==> src/rtl/vga_scan_sink.sv <==
// vga_scan_sink: raster timing generator and pixel sink.
// Scans (x, y) out to a combinational colour source, samples the returned
// colour one pixel strobe later and drives registered VGA-style outputs.
//
// Ports:
//   clk, rst_n          pixel clock, asynchronous active-low reset
//   pix_en              pixel strobe; all state advances only when 1
//   x, y                current raster counts (to the colour source)
//   in_r/in_g/in_b      colour returned for (x, y)
//   vga_r/vga_g/vga_b   registered colour, zero during blanking
//   vga_hs/vga_vs       registered syncs, asserted level SYNC_ACTIVE
//   vga_de              registered data-enable
//   frame_start         one-clk pulse aligned with output pixel (0,0)
//   frame_cnt           completed-frame counter (wraps)
module vga_scan_sink #(
    parameter int unsigned H_ACTIVE    = 640,
    parameter int unsigned H_FP        = 16,
    parameter int unsigned H_SYNC      = 96,
    parameter int unsigned H_BP        = 48,
    parameter int unsigned V_ACTIVE    = 480,
    parameter int unsigned V_FP        = 10,
    parameter int unsigned V_SYNC      = 2,
    parameter int unsigned V_BP        = 33,
    parameter logic        SYNC_ACTIVE = 1'b0,
    parameter int unsigned COORD_W     = 10
) (
    input  logic               clk,
    input  logic               rst_n,
    input  logic               pix_en,
    output logic [COORD_W-1:0] x,
    output logic [COORD_W-1:0] y,
    input  logic [7:0]         in_r,
    input  logic [7:0]         in_g,
    input  logic [7:0]         in_b,
    output logic [7:0]         vga_r,
    output logic [7:0]         vga_g,
    output logic [7:0]         vga_b,
    output logic               vga_hs,
    output logic               vga_vs,
    output logic               vga_de,
    output logic               frame_start,
    output logic [15:0]        frame_cnt
);

    localparam int unsigned H_TOTAL = H_ACTIVE + H_FP + H_SYNC + H_BP;
    localparam int unsigned V_TOTAL = V_ACTIVE + V_FP + V_SYNC + V_BP;

    localparam logic [COORD_W-1:0] H_LAST   = COORD_W'(H_TOTAL - 1);
    localparam logic [COORD_W-1:0] V_LAST   = COORD_W'(V_TOTAL - 1);
    localparam logic [COORD_W-1:0] H_ACT_C  = COORD_W'(H_ACTIVE);
    localparam logic [COORD_W-1:0] V_ACT_C  = COORD_W'(V_ACTIVE);
    localparam logic [COORD_W-1:0] H_SYN_LO = COORD_W'(H_ACTIVE + H_FP);
    localparam logic [COORD_W-1:0] H_SYN_HI = COORD_W'(H_ACTIVE + H_FP + H_SYNC);
    localparam logic [COORD_W-1:0] V_SYN_LO = COORD_W'(V_ACTIVE + V_FP);
    localparam logic [COORD_W-1:0] V_SYN_HI = COORD_W'(V_ACTIVE + V_FP + V_SYNC);

    logic [COORD_W-1:0] r_h_cnt;
    logic [COORD_W-1:0] r_v_cnt;
    logic [7:0]         r_r;
    logic [7:0]         r_g;
    logic [7:0]         r_b;
    logic               r_hs;
    logic               r_vs;
    logic               r_de;
    logic               r_fs;
    logic [15:0]        r_frame_cnt;

    logic               w_h_last;
    logic               w_v_last;
    logic               w_active;
    logic               w_hs;
    logic               w_vs;
    logic               w_origin;
    logic [COORD_W-1:0] w_h_nxt;
    logic [COORD_W-1:0] w_v_nxt;

    // Position decode and next-count computation from the current counts
    always_comb begin
        w_h_last = (r_h_cnt == H_LAST);
        w_v_last = (r_v_cnt == V_LAST);
        w_active = (r_h_cnt < H_ACT_C) && (r_v_cnt < V_ACT_C);
        w_hs     = ((r_h_cnt >= H_SYN_LO) && (r_h_cnt < H_SYN_HI)) ? SYNC_ACTIVE : ~SYNC_ACTIVE;
        w_vs     = ((r_v_cnt >= V_SYN_LO) && (r_v_cnt < V_SYN_HI)) ? SYNC_ACTIVE : ~SYNC_ACTIVE;
        w_origin = (r_h_cnt == '0) && (r_v_cnt == '0);
        w_h_nxt  = w_h_last ? '0 : r_h_cnt + COORD_W'(1);
        w_v_nxt  = r_v_cnt;
        if (w_h_last) begin
            w_v_nxt = w_v_last ? '0 : r_v_cnt + COORD_W'(1);
        end
    end

    // Raster counters and completed-frame counter
    always_ff @(posedge clk or negedge rst_n) begin
        if (!rst_n) begin
            r_h_cnt     <= '0;
            r_v_cnt     <= '0;
            r_frame_cnt <= '0;
        end else if (pix_en) begin
            r_h_cnt <= w_h_nxt;
            r_v_cnt <= w_v_nxt;
            if (w_h_last && w_v_last) begin
                r_frame_cnt <= r_frame_cnt + 16'd1;
            end
        end
    end

    // Output stage: one strobe behind the counts; colour gated to zero in blanking
    always_ff @(posedge clk or negedge rst_n) begin
        if (!rst_n) begin
            r_r  <= '0;
            r_g  <= '0;
            r_b  <= '0;
            r_de <= 1'b0;
            r_hs <= ~SYNC_ACTIVE;
            r_vs <= ~SYNC_ACTIVE;
            r_fs <= 1'b0;
        end else if (pix_en) begin
            r_r  <= w_active ? in_r : 8'h00;
            r_g  <= w_active ? in_g : 8'h00;
            r_b  <= w_active ? in_b : 8'h00;
            r_de <= w_active;
            r_hs <= w_hs;
            r_vs <= w_vs;
            r_fs <= w_origin;
        end else begin
            // Stalled strobes must not stretch the frame marker
            r_fs <= 1'b0;
        end
    end

    assign x           = r_h_cnt;
    assign y           = r_v_cnt;
    assign vga_r       = r_r;
    assign vga_g       = r_g;
    assign vga_b       = r_b;
    assign vga_hs      = r_hs;
    assign vga_vs      = r_vs;
    assign vga_de      = r_de;
    assign frame_start = r_fs;
    assign frame_cnt   = r_frame_cnt;

endmodule

==> config.mk <==
export PLATFORM = sky130hd
export DESIGN_NAME = vga_scan_sink
export DESIGN_NICKNAME = d
export VERILOG_FILES = /design/src/rtl/vga_scan_sink.sv
export SDC_FILE = /design/constraint.sdc
export NUM_CORES = 1
export LEC_CHECK = 0
export BUFFER_PORTS_ARGS = -buffer_cell sky130_fd_sc_hd__buf_2
export CELL_PAD_IN_SITES_DETAIL_PLACEMENT = 1
export CELL_PAD_IN_SITES_GLOBAL_PLACEMENT = 2
export CORE_ASPECT_RATIO = 0.75
export CORE_MARGIN = 3
export CORE_UTILIZATION = 32
export CTS_CLUSTER_SIZE = 10
export DETAILED_ROUTE_END_ITERATION = 8
export HOLD_SLACK_MARGIN = 0.08
export PLACE_DENSITY_LB_ADDON = 0.1
export SYNTH_ARGS = -nofsm -noshare
export SYNTH_HDL_FRONTEND = slang
export SYNTH_SLANG_ARGS = --single-unit
==> constraint.sdc <==
create_clock -name clk -period 2.8 [get_ports clk]
set_input_delay 0.14 -clock clk [delete_from_list [all_inputs] [get_ports clk]]
set_output_delay 0.14 -clock clk [all_outputs]
set_load 0.01 [all_outputs]
Word-level counts from Yosys, hierarchy flattened
Index checks and enable logic that the tools add are counted.
{"block": "classes", "n_reduce_logical": 9, "n_addsub": 3, "n_mux": 8, "magnitude_cmp": 6, "n_eq_ne": 2}
{"op": "8-bit 2-to-1 mux", "n": 3}
{"op": "10-bit by 1-bit adder with 10-bit output (second input constant)", "n": 2}
{"op": "10-bit == test (second input constant)", "n": 2}
{"op": "10-bit zero test", "n": 2}
{"op": "10-bit less-than comparator (second input constant)", "n": 2}
{"op": "10-bit by 9-bit less-than comparator with 1-bit output (second input constant)", "n": 2}
{"op": "10-bit 2-to-1 mux", "n": 2}
{"op": "16-bit by 1-bit adder with 16-bit output (second input constant)", "n": 1}
{"op": "10-bit >= comparator (second input constant)", "n": 1}
{"op": "10-bit by 9-bit >= comparator with 1-bit output (second input constant)", "n": 1}
{"op": "1-bit logical AND", "n": 5}
{"op": "2-bit AND reduction", "n": 2}
{"op": "1-bit 2-to-1 mux", "n": 3}
{"block": "word_totals", "output_inout_bits": 64, "in_bits": 27, "ff_bits": 64, "word_cells": 38}

Depth between registers and ports, before layout
Gate-level depths: netlist of run 1.
{"block": "depth", "word_depth": 3, "mapped_depth": 6, "mapped_depth_nobuf": 6}

Worst setup path before layout of run 1
Ideal clock, no wire load.
{"block": "synth_path", "kind": "flip-flop to flip-flop", "from": "reg r_h_cnt[7], in the netlist x[7]", "to": "reg r_frame_cnt[1], in the netlist frame_cnt[1]", "arrival_ns": 2.170, "setup_ns": 0.125, "required_ns": 2.675, "path_buffers": 1, "slack_ns": 0.506, "path_stages_with_launch": 6, "period_less_slack_ns": 2.294, "path_cell_list": "dfrtp_1 -> or4b_4 -> or3_2 -> clkbuf_1 -> nor2_1 -> mux2_2"}
{"block": "synth_via", "elab_chain_len": 3}
{"element": "from (decl)", "line": "57", "text": "logic [COORD_W-1:0] r_h_cnt;"}
{"element": "from (signal assigned)", "line": "99", "text": "r_h_cnt <= w_h_nxt;"}
{"element": "10-bit == test", "line": "79", "text": "w_h_last = (r_h_cnt == H_LAST);"}
{"element": "1-bit logical AND", "line": "101", "text": "if (w_h_last && w_v_last) begin"}
{"element": "2-bit AND reduction (no line)"}
{"element": "to (signal assigned)", "line": "102", "text": "r_frame_cnt <= r_frame_cnt + 16'd1;"}
{"element": "to (decl)", "line": "66", "text": "logic [15:0] r_frame_cnt;"}
Every way passes these cells.
A chain may end at the register's enable or synchronous reset.

Final worst setup path of run 1
Same ends and word-level chain as after synthesis.

==> results of run 1 <==
[per-stage QoR]
stage	setup slack (ns)	hold slack (ns)	util	cell area [µm²]	std cells
after floorplan	0.506	-0.156	-	2910	255
after global placement	0.530	0.263	0.404	3500	448
after detailed placement	0.470	0.265	0.404	3500	448
after CTS	0.463	0.137	0.465	4030	489
after global routing	0.353	0.157	0.465	4030	489
final	0.476	0.150	0.465	4030	489
[cells by family after synthesis]
| logic type | count (synthesis) |
|---|---|
| xor gates and xnor gates | 26 |
| buffers and inverters | 19 |
| adders and majority gates | 5 |
| DFF | 64 |
| muxes | 3 |
| and+or+nand+nor | 95 |
| AOI/OAI and AO/OA | 43 |
[layer usage]
metal  share of wire  wire [µm]
met1            0.51       4210
met2            0.43       3580
met3           0.043        358
met4           0.012         95
met5               0          0
[worst max-delay path: cells and delay by family (launching register included)]
kind / cells / cell delay, ns
multiplexers: 1 / 0.35
AND/OR/NAND/NOR: 3 / 1.42
flip-flops: 1 / 0.45
[path summary, 6_finish.rpt]
| kind | slack [ns] | to | start |
|---|---|---|---|
| worst min-delay path | 0.15 | vga_hs$_DFFE_PN1P_ | pix_en |
| worst max-delay path | 0.48 | frame_cnt[1]$_DFFE_PN0P_ | x[7]$_DFFE_PN0P_ |
| worst max register to register | 0.48 | frame_cnt[1]$_DFFE_PN0P_ | x[7]$_DFFE_PN0P_ |
| worst min register to register | 0.47 | frame_cnt[15]$_DFFE_PN0P_ | frame_cnt[15]$_DFFE_PN0P_ |
| min in group asynchronous | 0.43 | frame_cnt[3]$_DFFE_PN0P_ | rst_n |
| max in group asynchronous | 1.66 | vga_vs$_DFFE_PN1P_ | rst_n |
[flip-flops by register name (all words and copies together), names as in the netlist, 8 cells and up]
register	flops
vga_b	8
vga_r	8
x	10
frame_cnt	16
vga_g	8
y	10
[synthesized netlist by cell type (5+ instances only)]
| master | n | area, µm² |
|---|---|---|
| dfrtp_1 | 62 | 1550 |
| a22o_1 | 24 | 210 |
| nand2_1 | 19 | 71.3 |
| xor2_1 | 19 | 166 |
| nor3_1 | 18 | 90.1 |
| nand3_1 | 12 | 60.1 |
| nand4_1 | 10 | 62.6 |
| nor2_1 | 10 | 37.5 |
| clkbuf_1 | 9 | 33.8 |
| o21ai_0 | 8 | 40.0 |
| xnor2_1 | 7 | 61.3 |
| inv_1 | 6 | 22.5 |
| ha_1 | 5 | 62.6 |
[layout make-up]
type / count / area, µm²
sequential: 64 / 1600
inverter: 7 / 26.3
tap: 108 / 135
clock buffer: 10 / 239
timing repair buffer: 122 / 766
clock inverter: 6 / 43.8
multi-input combinational: 172 / 1220
fill: 969 / 4640
[power by group through the flow]
stage	Clock [mW]	Sequential (mW)	Combinational (mW)
finish	1.05	1.12	0.360
global route	1.13	1.14	0.405
CTS	1.08	1.12	0.368
detailed placement	0	1.13	0.339
global placement	0	1.13	0.338
floorplan	0	1.13	0.189
==> results.md, run 1 <==
Status:
- The run finished with clean final reports.

Floorplan:
- The number of rows created at floorplan is 29.
- The number of placed I/O pins is 91.
- The area of the die is 10300 µm².
- For this configuration, the core starts out at a cell density of 0.336.
- The floorplan step defined a core boundary enclosing 8670 µm².
- The die is 116 µm wide.
- The height of the die is 88.6 µm.

Route:
- The final layout contains routed wiring with a total length of 8240 µm.
- Before antenna repair, the detailed router went through 4 iterations.
- The number of DRC markers after the initial detailed-route iteration is 136.
- The post-detailed-route count of antenna-violating nets is 0.
- The remaining design rule violation count is 0.
- The routed via count divided by cell count is 5.02.
- After detailed routing, the average wire length per cell comes to 16.9 µm.
- The final route contains 2454 vias.

Placed design:
- In this run the tool buffered the top-level ports with 90 buffer cells.
- Summed over all nets, the half-perimeter wirelength after detailed placement is 5710 µm.
- The routability-driven placement congestion ratio is 0.745.

Logic synthesis:
- The synthesized netlist contains 37 unique library cells.
- By area, the combinational part of the netlist is dominated by simple AND/OR/NAND/NOR gates.
- The cell area that synthesis handed to floorplanning was 2910 µm².
- Of the synthesized area, sequential elements account for 0.551.
- The post-synthesis cell count is 255.
- Each instance of the synthesized netlist takes up on average 11.4 µm².
- For this run, the number of Yosys warnings is 0.
- The most used flip-flop cell after synthesis is dfrtp_1.
- The number of enable-type register cells in the synthesized netlist is 0.
- The async set-or-reset flop fraction in the synthesized netlist is 1.00.
- When the netlist entered floorplanning its net count stood at 287.
- The post-synthesis mux area share is 0.0116.
- Of the total synthesized cell area, the portion taken by XOR and XNOR cells is 0.0782.
- The complex-gate fraction of the synthesized area came to 0.110.
- The post-synthesis share of cell area spent on and, or, nand and nor gates is 0.196.
- The number of synthesized register bits is 64.
- Of the total synthesized cell area, the portion taken by full adders, half adders and majority gates is 0.0215.

Clock tree:
- CTS built an H-tree with a depth of 3.
- After clock tree synthesis, the clock-pin slew on the worst setup and hold paths is 0.06 ns.
- The clock tree from TritonCTS is built.
- The clock passes through at most 2 buffers.
- The number of cells upsized or downsized after cts is 0.
- The root cell of the clock tree is clkbuf_16.
- The post-CTS setup-driven buffer insertion count is 0.
- The number of hold buffers added after CTS was 25.
- The total clock buffers created by CTS is 9.
- The number of clock sinks is 64.
- The clock insertion delay at the later pin of the skew report is 0.33 ns.

Power:
- The switching power is 0.724 mW.
- For this design the ratio of total power to cell area is 627 nW/µm².
- The static leakage is 1.97 nW.
- Of the total power, the share spent switching nets is 0.286.
- The share of total power dissipated in the clock network is 0.415.
- The design internal power is 1.81 mW.
- The worst supply voltage drop on vdd is 0.452 mV.
- Of the total power, combinational logic draws 0.142.
- The register share of total power is 0.442.
- The completed layout was analyzed and its total power is 2.53 mW.

STA:
- For the finished layout, the period the worst path requires is 2.32 ns.
- The total negative slack for setup checks is 0 ns.
- The worst clock skew is 0.00983 ns.
- The worst slew slack as a fraction of its limit is 0.483.
- Setup repair after global routing left no endpoint under its margin.
- The final max-slew violation count is 0.
- The pin slew with the least headroom to its limit is 0.775 ns.
- The period utilization is 0.830.
- The maximum clock frequency is 0.430 GHz.
- The count of final hold-check violations was 0.
- Setup violations remaining at the end of the flow were counted as 0.

GRT:
- The global routing usage on met1 is 0.256.
- The total track usage is 0.174.
- In the global route stage, met2 resource usage came out at 0.250.
- The number of global-route vias before repair is 2603.
- For met3 alone, demand over resource in global routing was 0.0506.
- Global routing finished with a remaining overflow of 0.
- The global-route layer with the greatest usage is met1.
- The first global-routing pass estimated 13800 µm of wire.
- Entering global routing, the biggest net connects 36 pins.
- The number of antenna violations at the first check in global routing was 0.

Job:
- Across the run, the number of max-cap violations was 0.

Setup path:
- The data arrival time of the worst path is 2.54 ns.
- The cell at the slowest stage of the critical path is or3_2.
- The kind of start point of the critical path is a register.
- On the worst path, the slowest cell contributes a delay of 0.61 ns.
- The logic depth of the worst register-to-register path is 4.
- The worst setup path category is register to register.
- Walking the worst path, the cells encountered are or4b_4 > or3_2 > nor2_1 > mux2_2.
- STA classifies the critical path endpoint as a register.
- Of all nets on the critical path, the largest fanout is 8.
- The data required time of the critical path is 3.01 ns.

Min path:
- Counting instances, the worst hold path has a depth of 2.
- In this run the worst hold path is classified as input port to register.

Final layout:
- The share of post-route cells with drive strength above 1 is 0.346.
- After the last flow step, the layout net total stands at 408.
- The final antenna diode count is 0.
- In the layout the commonest cells are buf_2 (90), dfrtp_1 (62), dlygate4sd3_1 (25).
- The area growth from synthesis to layout is 38.5%.
- The leading cell type in the layout, fill and taps excluded is buf_2.
Power figures use the tool's default switching activity.
==> inputs of run 2 (changes only) <==
--- a/config.mk
+++ b/config.mk
@@ -5,12 +5,13 @@
 export SDC_FILE = /design/constraint.sdc
 export NUM_CORES = 1
 export LEC_CHECK = 0
+export ABC_AREA = 1
 export BUFFER_PORTS_ARGS = -buffer_cell sky130_fd_sc_hd__buf_2
 export CELL_PAD_IN_SITES_DETAIL_PLACEMENT = 1
 export CELL_PAD_IN_SITES_GLOBAL_PLACEMENT = 2
 export CORE_ASPECT_RATIO = 0.75
 export CORE_MARGIN = 3
-export CORE_UTILIZATION = 32
+export CORE_UTILIZATION = 26
 export CTS_CLUSTER_SIZE = 10
 export DETAILED_ROUTE_END_ITERATION = 8
 export HOLD_SLACK_MARGIN = 0.08
==> constraint.sdc (replaced) <==
create_clock -name clk -period 2 [get_ports clk]
set_input_delay 0.1 -clock clk [delete_from_list [all_inputs] [get_ports clk]]
set_output_delay 0.1 -clock clk [all_outputs]
set_load 0.01 [all_outputs]
==> results.md, run 2 <==
GRT:
- The wire length of the first global-routing pass came to 18000 µm (was 13800 µm).
- The number of global-route vias before repair was 3366 (was 2603).
- The total congestion overflow after global routing is 0 (unchanged).
- The number of antenna violations at the first check in global routing was 0 (unchanged).
- The largest net degree at the start of global routing is 65 (was 36).
- The total track usage is 0.153 (was 0.174).

Floorplan:
- The starting utilization of the core area came to 0.272 (was 0.336).
- The area of the die was 14600 µm² (was 10300 µm²).
- The die extent in x is 138 µm (was 116 µm).
- The core outline area is 12600 µm² (was 8670 µm²).
- The number of placed I/O pins came to 91 (unchanged).
- The height of the die is 105 µm (was 88.6 µm).
- The number of rows created at floorplan is 35 (was 29).

Route:
- The post-detailed-route count of antenna-violating nets is 0 (unchanged).
- The remaining design rule violation count came to 0 (unchanged).
- The number of DRC markers after the initial detailed-route iteration was 158 (was 136).
- The overall routed net length is 10600 µm (was 8240 µm).
- The met3 wire length is 544 µm (was 358 µm).
- The total met2 wirelength after detailed routing is 4680 µm (was 3580 µm).
- The via count is 3258 (was 2454).
- The highest routing layer actually used is met4 (unchanged).
- The routed via count divided by cell count is 4.40 (was 5.02).
- The count of TritonRoute iterations in the first routing pass is 4 (unchanged).
- The met1 layer wirelength in the final routing is 5320 µm (was 4210 µm).
- The detailed-route wire length per cell is 14.3 µm (was 16.9 µm).

Power:
- The power density over the cells is 815 nW/µm² (was 627 nW/µm²).
- The static leakage is 2.50 nW (was 1.97 nW).
- The worst supply voltage drop on vdd is 0.360 mV (was 0.452 mV).

STA:
- The minimum clock period after layout was 1.77 ns (was 2.32 ns).
- The final max-slew violation count is 0 (unchanged).
- The total negative slack for setup checks was 0 ns (unchanged).
- The maximum clock frequency is 0.565 GHz (was 0.430 GHz).
- The pin slew with the least headroom to its limit is 0.552 ns (was 0.775 ns).
- The count of final hold-check violations is 0 (unchanged).
- The worst clock skew came to 0.00727 ns (was 0.00983 ns).
- The period utilization is 0.885 (was 0.830).
- The worst slew slack as a fraction of its limit came to 0.631 (was 0.483).
- RSZ-0062 raised after global routing: no (unchanged).
- The final count of negative-setup-slack endpoints is 0 (unchanged).

Status:
- Run status: completed (unchanged).

Logic synthesis:
- The top cell type by total area after synthesis is dfrtp_1 (unchanged).
- The post-synthesis cell count is 445 (was 255).
- The area share of the leading cell type in the synthesized netlist was 0.454 (was 0.533).
- The number of synthesized register bits is 64 (unchanged).
- The number of enable-type register cells in the synthesized netlist is 0 (unchanged).
- The number of nets in the synthesized netlist is 477 (was 287).
- The cell area after synthesis is 3410 µm² (was 2910 µm²).
- The synthesis warning total is 0 (unchanged).
- The async set-or-reset flop fraction in the synthesized netlist was 1.00 (unchanged).
- The sequential element share of the synthesized area came to 0.470 (was 0.551).
- Leading cell types by count after synthesis: nand2_1 (191), dfrtp_1 (62), inv_1 (38) (was dfrtp_1 (62), a22o_1 (24), nand2_1 (19), xor2_1 (19), nor3_1 (18)).
- The most frequent cell after synthesis is nand2_1 (was dfrtp_1).
- Synth area leaders: dfrtp_1 (45%), nand2_1 (21%), nand3_1 (4.3%), inv_1 (4.2%), nor2_1 (4.1%) (was dfrtp_1 (53%), a22o_1 (7.2%), xor2_1 (5.7%), nor3_1 (3.1%), nand2_1 (2.4%)).
- The average size of a mapped cell was 7.67 µm² (was 11.4 µm²).
- The number of distinct library cell variants in the gate-level netlist after synthesis is 36 (was 37).
- The primary flip-flop cell chosen by synthesis mapping was dfrtp_1 (unchanged).

Clock tree:
- The total clock buffers created by CTS is 9 (unchanged).
- The deepest clock path buffer count is 2 (unchanged).
- The root cell of the clock tree is clkbuf_16 (unchanged).
- The number of clock sinks is 64 (unchanged).
- The maximum level of the CTS H-tree is 3 (unchanged).
- The clock tree from TritonCTS is built (unchanged).
- The clock insertion delay at the later pin of the skew report is 0.33 ns (about the same).
- The clock-pin transition on the worst setup and hold timing paths came to 0.06 ns (about the same).

Setup path:
- The type of destination of the critical path is a register (unchanged).
- Cells along the critical path: inv_1 > ha_1 > inv_1 > nor2_4 > nand4_4 > nor2_2 > nand2_2 > nand2_1 > nand2_1 (was or4b_4 > or3_2 > nor2_1 > mux2_2).
- The delay contributed by the slowest stage of the critical path is 0.45 ns (was 0.61 ns).
- The data required time of the critical path is 2.22 ns (was 3.01 ns).
- The critical register-to-register path startpoint is y[0]$_DFFE_PN0P_ (was x[7]$_DFFE_PN0P_).
- The kind of start point of the critical path is a register (unchanged).
- The worst setup path category is register to register (unchanged).
- The data arrival time of the worst path is 1.99 ns (was 2.54 ns).
- The critical path startpoint is y[0]$_DFFE_PN0P_ (was x[7]$_DFFE_PN0P_).
- The largest fanout on the critical path is 11 (was 8).
- The cell at the slowest stage of the critical path is dfrtp_1 (was or3_2).

Final layout:
- The final antenna diode count is 0 (unchanged).
- The share of post-route cells with drive strength above 1 is 0.247 (was 0.346).
- Most frequent cells in the layout: nand2_1 (190), buf_2 (90), dfrtp_1 (62) (was buf_2 (90), dfrtp_1 (62), dlygate4sd3_1 (25)).
- The leading cell type in the layout, fill and taps excluded was nand2_1 (was buf_2).
- The fraction of the core area covered by cells at the end of the flow came to 0.368 (was 0.465).
- The flip-flop count of the largest register, all copies and words added was 16 (unchanged).
- The area growth from synthesis to final layout is 35.6% (was 38.5%).
- The layout net count is 602 (was 408).
- The post-layout instance area is 4630 µm² (was 4030 µm²).

Min path:
- The class of the tightest hold or removal check is input port to register (unchanged).
- The startpoint of the worst hold path is pix_en (unchanged).

Placed design:
- The post-detailed-placement cell area is 4070 µm² (was 3500 µm²).
- The routability-driven placement congestion ratio is 0.745 (about the same).
- The count of buffers inserted at the top-level ports was 90 (unchanged).
- The half-perimeter wire length after placement is 7700 µm (was 5710 µm).

Job:
- The number of max-cap violations was 0 (unchanged).
-- run 2: routing by layer --
metal / GRT usage / vias to the layer above
met5: 0 / -
li1: - / 1644
met3: 0.0467 / 9
met2: 0.236 / 65
met1: 0.210 / 1540
met4: 0.0360 / 0
-- run 2: power breakdown --
| part | internal [mW] | switching (mW) | leakage, nW |
|---|---|---|---|
| clock network | 0.874 | 0.625 | 0.131 |
| registers | 1.40 | 0.165 | 0.821 |
| logic | 0.266 | 0.440 | 1.55 |
| total | 2.54 | 1.23 | 2.50 |
-- run 2: kinds of logic (layout without fill, tap and decap cells) --
kind of cell	count (synthesis)	after routing	synth area share
compound gates	21	21	0.0333
xor+xnor	10	10	0.0279
fa+ha+maj	5	5	0.0183
buf+inv	51	181	0.0682
flops	64	64	0.470
simple gates	294	294	0.383
-- run 2: area by class of cell --
type                    instances  area (µm²)
clock inverters                 6        45.0
clock buffers                  10         239
multi-input cells             330        1590
well taps                     166         208
fillers                      1557        7940
inverters                      41         156
flip-flops and latches         64        1600
repair buffers                124         793
-- run 2: through the flow --
stage          total power [mW]  cells  setup slack, ns  hold slack [ns]
2_1_floorplan              1.95    445            0.453           -0.196
3_3_place_gp               2.27    699            0.108            0.157
3_5_place_dp               2.28    699           0.0947            0.157
4_1_cts                    3.85    740           0.0675            0.223
5_1_grt                    4.03    741           0.0247            0.252
6_report                   3.77    741            0.230            0.239
-- run 2: what timing repair did --
item                                    4_1_cts  5_1_grt
endpoints found under the hold margin        86        0
buffers inserted                              0        1
gates resized for setup                       0        2
endpoints found under the setup margin        0       35
hold buffers                                 25        0
-- run 2: worst paths after layout --
kind	endpoint	slack [ns]	cells past startpoint
min in group asynchronous	y[0]$_DFFE_PN0P_	0.29	3
worst max-delay path	frame_cnt[9]$_DFFE_PN0P_	0.23	9
max in group asynchronous	frame_cnt[8]$_DFFE_PN0P_	1.34	3
worst min register to register	vga_r[6]$_DFFE_PN0P_	0.47	2
worst min-delay path	vga_vs$_DFFE_PN1P_	0.24	4
worst max register to register	frame_cnt[9]$_DFFE_PN0P_	0.23	9
-- run 2: worst max-delay path, delay by kind of cell (launching register included) --
family,cells,cell delay [ns]
fa+ha+maj,1,0.20
buf+inv,2,0.23
flops,1,0.45
simple gates,6,0.79
